## config.mk

```make
export PLATFORM = sky130hd
export DESIGN_NAME = uc_eng_scheduler
export DESIGN_NICKNAME = d
export VERILOG_FILES = /design/src/rtl/uc_eng_scheduler.sv
export SDC_FILE = /design/constraint.sdc
export NUM_CORES = 1
export LEC_CHECK = 0
export CELL_PAD_IN_SITES_DETAIL_PLACEMENT = 1
export CELL_PAD_IN_SITES_GLOBAL_PLACEMENT = 1
export CORE_MARGIN = 1.5
export CORE_UTILIZATION = 30
export CTS_CLUSTER_SIZE = 25
export DETAILED_ROUTE_END_ITERATION = 6
export PLACE_DENSITY_LB_ADDON = 0.1
export SYNTH_ARGS = -nofsm -noshare
export SYNTH_HDL_FRONTEND = slang
export SYNTH_SLANG_ARGS = --single-unit
```

## constraint.sdc

```tcl
create_clock -name clk -period 5.8 [get_ports clk]
set_input_delay 1.16 -clock clk [delete_from_list [all_inputs] [get_ports clk]]
set_output_delay 1.16 -clock clk [all_outputs]
set_load 0.005 [all_outputs]
```

## src/rtl/uc_eng_scheduler.sv

```systemverilog
// Unit-clause traffic sequencer for one solver round.
// Collects engine UCs into uc_arbiter and broadcasts the arbiter queue back to every engine.
module uc_eng_scheduler #(
  parameter int NUM_ENGINE = 4,
  parameter int LIT_W      = 10,
  parameter int MAX_UC     = 64
) (
  input  logic                        clk,
  input  logic                        rst,
  input  logic                        start,
  input  logic [NUM_ENGINE-1:0]       eng_uc_valid,
  input  logic [NUM_ENGINE*LIT_W-1:0] eng_uc_lit,
  output logic [NUM_ENGINE-1:0]       eng_uc_pop,
  input  logic [NUM_ENGINE-1:0]       eng_idle,
  output logic                        sch2uca_valid,
  output logic [LIT_W-1:0]            sch2uca_lit,
  input  logic                        uca_ready,
  input  logic                        uca2sch_valid,
  input  logic [LIT_W-1:0]            uca2sch_lit,
  output logic                        sch2uca_rd,
  input  logic [NUM_ENGINE-1:0]       eng_rcv_full,
  output logic [NUM_ENGINE-1:0]       eng_rcv_push,
  output logic [LIT_W-1:0]            eng_rcv_lit,
  input  logic                        uca_conflict,
  output logic                        round_done,
  output logic                        conflict_out,
  output logic                        overflow,
  output logic [$clog2(MAX_UC+1)-1:0] uc_count
);

  localparam int CNT_W = $clog2(MAX_UC + 1);
  localparam int IDX_W = (NUM_ENGINE > 1) ? $clog2(NUM_ENGINE) : 1;

  typedef enum logic [2:0] {
    S_IDLE   = 3'd0,
    S_ACTIVE = 3'd1,
    S_DRAIN  = 3'd2,
    S_DONE   = 3'd3,
    S_HALT   = 3'd4
  } state_t;

  state_t                state;
  logic [IDX_W-1:0]      rr;
  logic [NUM_ENGINE-1:0] bc_pend;
  logic [LIT_W-1:0]      bc_lit;
  logic                  grant_hit;
  logic                  hit_k;
  logic [IDX_W-1:0]      grant_idx;
  logic [LIT_W-1:0]      grant_lit;
  logic [CNT_W:0]        committed;
  logic                  load;
  logic                  xfer;
  logic                  bc_active;

  function automatic logic [IDX_W-1:0] rr_idx(input logic [IDX_W-1:0] base, input int offs);
    return IDX_W'((int'(base) + offs) % NUM_ENGINE);
  endfunction

  // Round-robin search starting one past the last granted engine
  always_comb begin
    grant_hit = 1'b0;
    hit_k     = 1'b0;
    grant_idx = rr;
    for (int k = 1; k <= NUM_ENGINE; k++) begin
      hit_k     = eng_uc_valid[rr_idx(rr, k)] & ~grant_hit;
      grant_idx = hit_k ? rr_idx(rr, k) : grant_idx;
      grant_hit = grant_hit | hit_k;
    end
  end

  // Head literal of the granted engine
  always_comb begin
    grant_lit = {LIT_W{1'b0}};
    for (int k = 0; k < NUM_ENGINE; k++) begin
      grant_lit = (grant_idx == IDX_W'(k)) ? eng_uc_lit[k*LIT_W +: LIT_W] : grant_lit;
    end
  end

  // committed counts the literal sitting in the slot, so the budget is never overshot by the pipeline
  assign xfer      = sch2uca_valid & uca_ready;
  assign committed = {1'b0, uc_count} + {{CNT_W{1'b0}}, sch2uca_valid};
  assign load      = (state == S_ACTIVE) && !uca_conflict && !overflow &&
                     (!sch2uca_valid || uca_ready) && grant_hit &&
                     (committed < (CNT_W+1)'(MAX_UC));

  // One-hot pop of the engine whose literal is loaded this cycle
  always_comb begin
    eng_uc_pop = {NUM_ENGINE{1'b0}};
    if (load) begin
      eng_uc_pop[grant_idx] = 1'b1;
    end else begin
      eng_uc_pop = {NUM_ENGINE{1'b0}};
    end
  end

  assign bc_active    = (state == S_ACTIVE) || (state == S_DRAIN);
  assign eng_rcv_push = bc_active ? (bc_pend & ~eng_rcv_full) : {NUM_ENGINE{1'b0}};
  assign sch2uca_rd   = bc_active && uca2sch_valid && ((bc_pend & eng_rcv_full) == {NUM_ENGINE{1'b0}});
  assign eng_rcv_lit  = bc_lit;

  // Round FSM with registered status outputs
  always_ff @(posedge clk) begin
    if (!rst) begin
      state        <= S_IDLE;
      round_done   <= 1'b0;
      conflict_out <= 1'b0;
    end else begin
      round_done <= 1'b0;
      case (state)
        S_IDLE: begin
          state <= start ? S_ACTIVE : S_IDLE;
        end
        S_ACTIVE: begin
          if (uca_conflict) begin
            state        <= S_HALT;
            conflict_out <= 1'b1;
          end else if ((&eng_idle) && (eng_uc_valid == {NUM_ENGINE{1'b0}}) && !sch2uca_valid) begin
            state <= S_DRAIN;
          end else begin
            state <= S_ACTIVE;
          end
        end
        S_DRAIN: begin
          if (uca_conflict) begin
            state        <= S_HALT;
            conflict_out <= 1'b1;
          end else if (!uca2sch_valid && (bc_pend == {NUM_ENGINE{1'b0}})) begin
            state      <= S_DONE;
            round_done <= 1'b1;
          end else begin
            state <= S_DRAIN;
          end
        end
        S_DONE: begin
          if (uca_conflict) begin
            state        <= S_HALT;
            conflict_out <= 1'b1;
          end else begin
            state <= S_IDLE;
          end
        end
        S_HALT: begin
          if (start) begin
            state        <= S_IDLE;
            conflict_out <= 1'b0;
          end else begin
            state <= S_HALT;
          end
        end
        default: begin
          state        <= S_IDLE;
          conflict_out <= 1'b0;
        end
      endcase
    end
  end

  // Collect path: output slot, round-robin pointer, literal budget
  always_ff @(posedge clk) begin
    if (!rst) begin
      sch2uca_valid <= 1'b0;
      sch2uca_lit   <= {LIT_W{1'b0}};
      rr            <= {IDX_W{1'b0}};
      uc_count      <= {CNT_W{1'b0}};
      overflow      <= 1'b0;
    end else if ((state == S_IDLE) && start) begin
      sch2uca_valid <= 1'b0;
      uc_count      <= {CNT_W{1'b0}};
      overflow      <= 1'b0;
    end else begin
      if ((state == S_ACTIVE) && xfer && (uc_count != CNT_W'(MAX_UC))) begin
        uc_count <= uc_count + CNT_W'(1);
      end else begin
        uc_count <= uc_count;
      end
      if ((state == S_ACTIVE) && (committed >= (CNT_W+1)'(MAX_UC)) && (|eng_uc_valid)) begin
        overflow <= 1'b1;
      end else begin
        overflow <= overflow;
      end
      if (load) begin
        sch2uca_valid <= 1'b1;
        sch2uca_lit   <= grant_lit;
        rr            <= grant_idx;
      end else if (xfer || (state != S_ACTIVE) || uca_conflict) begin
        sch2uca_valid <= 1'b0;
      end else begin
        sch2uca_valid <= sch2uca_valid;
      end
    end
  end

  // Broadcast path: each engine takes the current literal once, the next is read when none stays blocked
  always_ff @(posedge clk) begin
    if (!rst) begin
      bc_pend <= {NUM_ENGINE{1'b0}};
      bc_lit  <= {LIT_W{1'b0}};
    end else if (state == S_HALT) begin
      bc_pend <= {NUM_ENGINE{1'b0}};
    end else if (sch2uca_rd) begin
      bc_lit  <= uca2sch_lit;
      bc_pend <= {NUM_ENGINE{1'b1}};
    end else begin
      bc_pend <= bc_pend & ~eng_rcv_push;
    end
  end

endmodule

```

==> metrics list <==
- Routability-driven placement finished with a final weighted congestion of 0.7492.
* Horizontal extent of the die: a little under 90 µm
* Hold Vio Cnt, Final: 0
* Number of detailed-routing iterations run before antenna repair: 5
* Post-cts resize count: 0
- Final total power: approximately 630 µW
- Overall die area: 0.007733 mm²
- Commonest non-fill, non-tap cells in the layout: sky130_fd_sc_hd__clkdlybuf4s50_1, sky130_fd_sc_hd__dfxtp_1, sky130_fd_sc_hd__nor2_1, sky130_fd_sc_hd__nand3_1
- Total number of nets in the final design: 426
- Max Clk Rate: 209.1 MHz
* Combinational cell fraction of total power: 0.229
- Reg-to-reg endpoint: sch2uca_lit[5]
- Number of vias per cell after detailed routing: between 5 and 6
* Floorplan row count: 30
- In this run the deepest clock path goes through 2 buffers.
- The detail route stage leaves a number of antenna-violating nets equal to 0.
- Flop and latch count out of synthesis: 40
- The clock arrives with around 3.1 ps of skew.
* Post-route cell area: around 0.0034 mm²
* Root buffer selected by CTS: sky130_fd_sc_hd__clkbuf_8
- In this run the critical register-to-register path is launched from rr[1].
* Library cell appearing most often on the critical path: sky130_fd_sc_hd__clkdlybuf4s50_1
- The worst setup path is launched from a primary input.
- The H-tree generated during clock tree synthesis spans 2 levels.
- The number of pins exceeding their max-slew limit in the final report was 0.
- The tool flagged a number of max-cap violations equal to 0.
- For this run, design rule violations remaining after detail routing come to 0.
- Ys Warns: 0
- Run status: completed
- Of the available clock period, the critical path in the final layout requires 0.8244.
- Pin count of the biggest net entering global routing: 19
- At the worst endpoint, the required time is about 4600 ps.
- Across the VDD grid, the largest voltage drop is between 100 and 150 µV.
* Clk network pwr share: 0.303
* HPWL after detailed placement: between 5000 and 6000 µm
- Transition time of the tightest slew-check pin: around 960 ps
- The worst hold path was traced through 2 stages.
* Worst slew slack as a fraction of its limit: 0.3548
* Area after detailed placement: between 0.003 and 0.004 mm²
* Hold_ws: approximately 500 ps
- Delay of the slowest cell on the worst path: between 700 and 800 ps
- TritonCTS Buffers: 5
- Counting both buffers and inverters, the worst setup path holds a total of 2.
- Top Ports: approximately 110
* Critical path peak fanout: 11
- For the worst-skew pair, the clock arrives at the later sink with an insertion delay of 300 ps.
- Of all flip-flops after synthesis, the portion carrying an async set or reset was 0.
- Worst Reg-to-Reg Cells: 5
* TritonCTS clock tree: done
* Worst min-delay path endpoint: sch2uca_lit[6]
- The first global-routing pass estimated about 11,000 µm of wire.
- For this block, the routed nets add up to roughly 7100 µm of wire.
- Clock tree synthesis found a total of 40 sinks.
* Share of final-layout standard cells stronger than drive strength 1: 0.05602
* Post-synth EDFFs: 0
- The worst hold path begins at sch2uca_lit[6].
- After the flow finishes, the layout carries non-filler instances totaling between 400 and 500.
- Critical path cell sequence: clkdlybuf4s50_1 > or4_1 > nand2_1 > nor4_2 > and2_1 > clkdlybuf4s50_1
- Leaving out fill and tap cells, the most frequent cell in the layout is sky130_fd_sc_hd__clkdlybuf4s50_1.
- In this run the worst hold path is classified as reg2reg.
- Period minus WS final: approximately 4800 ps
- For this design the ratio of total power to cell area is between 150 and 200 mW/mm².
- Setup slack on the worst reg-to-reg path comes out at about 3600 ps.
- Signed area change from the synthesized netlist to the final layout: 55.03%
- Critical path's slowest cell: sky130_fd_sc_hd__nor4_2
- Path type of the worst setup path: in2out
* Number of port buffers: around 110
* Number of cells after detailed placement: ~450
- Setup repair after global routing left no endpoint under its margin.
- Critical path capture point type: primary output
- Vias post-DR: between 2,000 and 2,500
* Clock slew at the register clock pins of the worst setup and hold paths: 80 ps
- For this configuration, the core starts out at a cell density of 0.3151.
- After synthesis, the netlist uses 51 different library cells.
* Summed instance area of the synthesized netlist: between 0.002 and 0.0025 mm²
* Net switching share of the total power: 0.2842
- On the critical path the largest part of the delay comes from simple AND/OR/NAND/NOR gates.
- In this run the mean area of a mapped cell was approximately 8.3 µm².
- After technology mapping, the gate count stands at 262.
- Synthesized netlist net count: roughly 330
* Area of the core: roughly 0.0069 mm²
* Worst slack at placement: between 1000 and 1500 ps
- Detailed Route Iter0 Violations: roughly 100
* Pint: between 400 and 500 µW
- For this run, the total global-route usage over all layers was measured as 0.1825.
* Count of endpoints failing setup in the final report: 0
* Main flop type after synthesis: sky130_fd_sc_hd__dfxtp_1
- After routing, the total negative slack on setup checks comes to 0 ps.
* N_diodes: 0
- For this run, the register share of the synthesized area comes to 0.3699.
- For this design the total switching power over the nets is between 150 and 200 µW.
- Post-CTS Setup Bufs: 0
- After detailed routing, the average wire length per cell comes to around 16 µm.
- Measured on the finished design, the core utilization comes to 0.4885.
* Vertical die dimension: around 88 µm
- The initial antenna violation count came to 0.
* Number of global-route vias before repair: 2,320
- Of the total power, registers draw 0.468.
- Leakage power of the design: 1.256 nW
- # hold bufs at CTS: 0
- Global routing finished with a remaining overflow of 0.
* Arrival time of the worst setup path: about 3600 ps
- Setup slack of the critical path after layout: just over 1000 ps
## power groups by stage
stage	logic [mW]	registers, mW	clock network, mW
finish	0.144	0.295	0.191
global route	0.157	0.297	0.207
floorplan	0.0667	0.298	0
CTS	0.146	0.295	0.198
detailed placement	0.145	0.302	0
global placement	0.142	0.301	0
## synthesized netlist by cell type (3+ instances only)
master                     number  area [µm²]
sky130_fd_sc_hd__a31oi_1        9       56.30
sky130_fd_sc_hd__nand2b_1       6       37.54
sky130_fd_sc_hd__o21ai_0       15       75.07
sky130_fd_sc_hd__nor4_1         3       18.77
sky130_fd_sc_hd__inv_1          7       26.28
sky130_fd_sc_hd__nand2_1       14       52.55
sky130_fd_sc_hd__dfxtp_1       40       800.8
sky130_fd_sc_hd__nor2_1        31       116.4
sky130_fd_sc_hd__or4_1          3       22.52
sky130_fd_sc_hd__buf_2          5       25.02
sky130_fd_sc_hd__nand4_1        4       25.02
sky130_fd_sc_hd__xor2_1         6       52.55
sky130_fd_sc_hd__nand3_1       19       95.09
sky130_fd_sc_hd__clkbuf_1      10       37.54
sky130_fd_sc_hd__nor3b_1        6       45.04
sky130_fd_sc_hd__a21oi_1       15       75.07
sky130_fd_sc_hd__mux2i_1       14       140.1
sky130_fd_sc_hd__a221oi_1       9       78.83
sky130_fd_sc_hd__nor3_1         5       25.02
sky130_fd_sc_hd__buf_1          3       11.26
## cells by family (layout without fill, tap and decap cells)
family                   Yosys count  after routing  share of synthesized area
AND/OR/NAND/NOR                  107            107                     0.2699
AO/OA/AOI/OAI                     64             64                     0.1965
flip-flops                        40             40                     0.3699
buffers and inverters             28            123                    0.05896
multiplexers                      14             14                    0.06474
XOR/XNOR                           7              7                    0.02832
adder cells (fa/ha/maj)            2              2                    0.01156
## flip-flops by register name, summed over array words and instances, names as in the netlist
signal and cells:
rr 2, uc_count 7, state 3, overflow 1, sch2uca_valid 1, sch2uca_lit 10, conflict_out 1, round_done 1
bc_pend 4, eng_rcv_lit 10
## worst reg2reg max path: stages, from the launching register on
cell	delay (ps)
sky130_fd_sc_hd__dfxtp_1	560
sky130_fd_sc_hd__nand2_1	160
sky130_fd_sc_hd__a21oi_1	330
sky130_fd_sc_hd__or3_1	530
sky130_fd_sc_hd__mux2i_1	380
sky130_fd_sc_hd__o221ai_2	150
## routing by layer
metal | part of all wire | vias up | global-route usage
met5 | 0 | - | 0
met4 | 0.012 | 0 | 0.05195
met3 | 0.066 | 6 | 0.06692
met2 | 0.48 | 64 | 0.3123
met1 | 0.44 | 1133 | 0.2135
li1 | - | 1144 | -
## final cells by class
cell class              count  area (µm²)
well taps                  96       120.1
multi-input cells         194        1242
clock buffers               5       68.82
repair buffers            108        1079
inverters                   7       26.28
flip-flops and latches     40       800.8
fillers                   815        3513
clock inverters             3       18.77
## worst max path at each step
| stage | startpoint | end | cells after the start |
|---|---|---|---|
| global placement | eng_uc_valid[1] | eng_uc_pop[3] | 6 |
| finish | eng_uc_valid[1] | eng_uc_pop[2] | 6 |
| detailed placement | eng_uc_valid[1] | eng_uc_pop[2] | 6 |
| floorplan | eng_uc_valid[0] | eng_uc_pop[0] | 7 |
| CTS | eng_uc_valid[1] | eng_uc_pop[2] | 6 |
| global route | eng_uc_valid[1] | eng_uc_pop[2] | 6 |
Note: power is estimated with default switching activity, not from simulation.
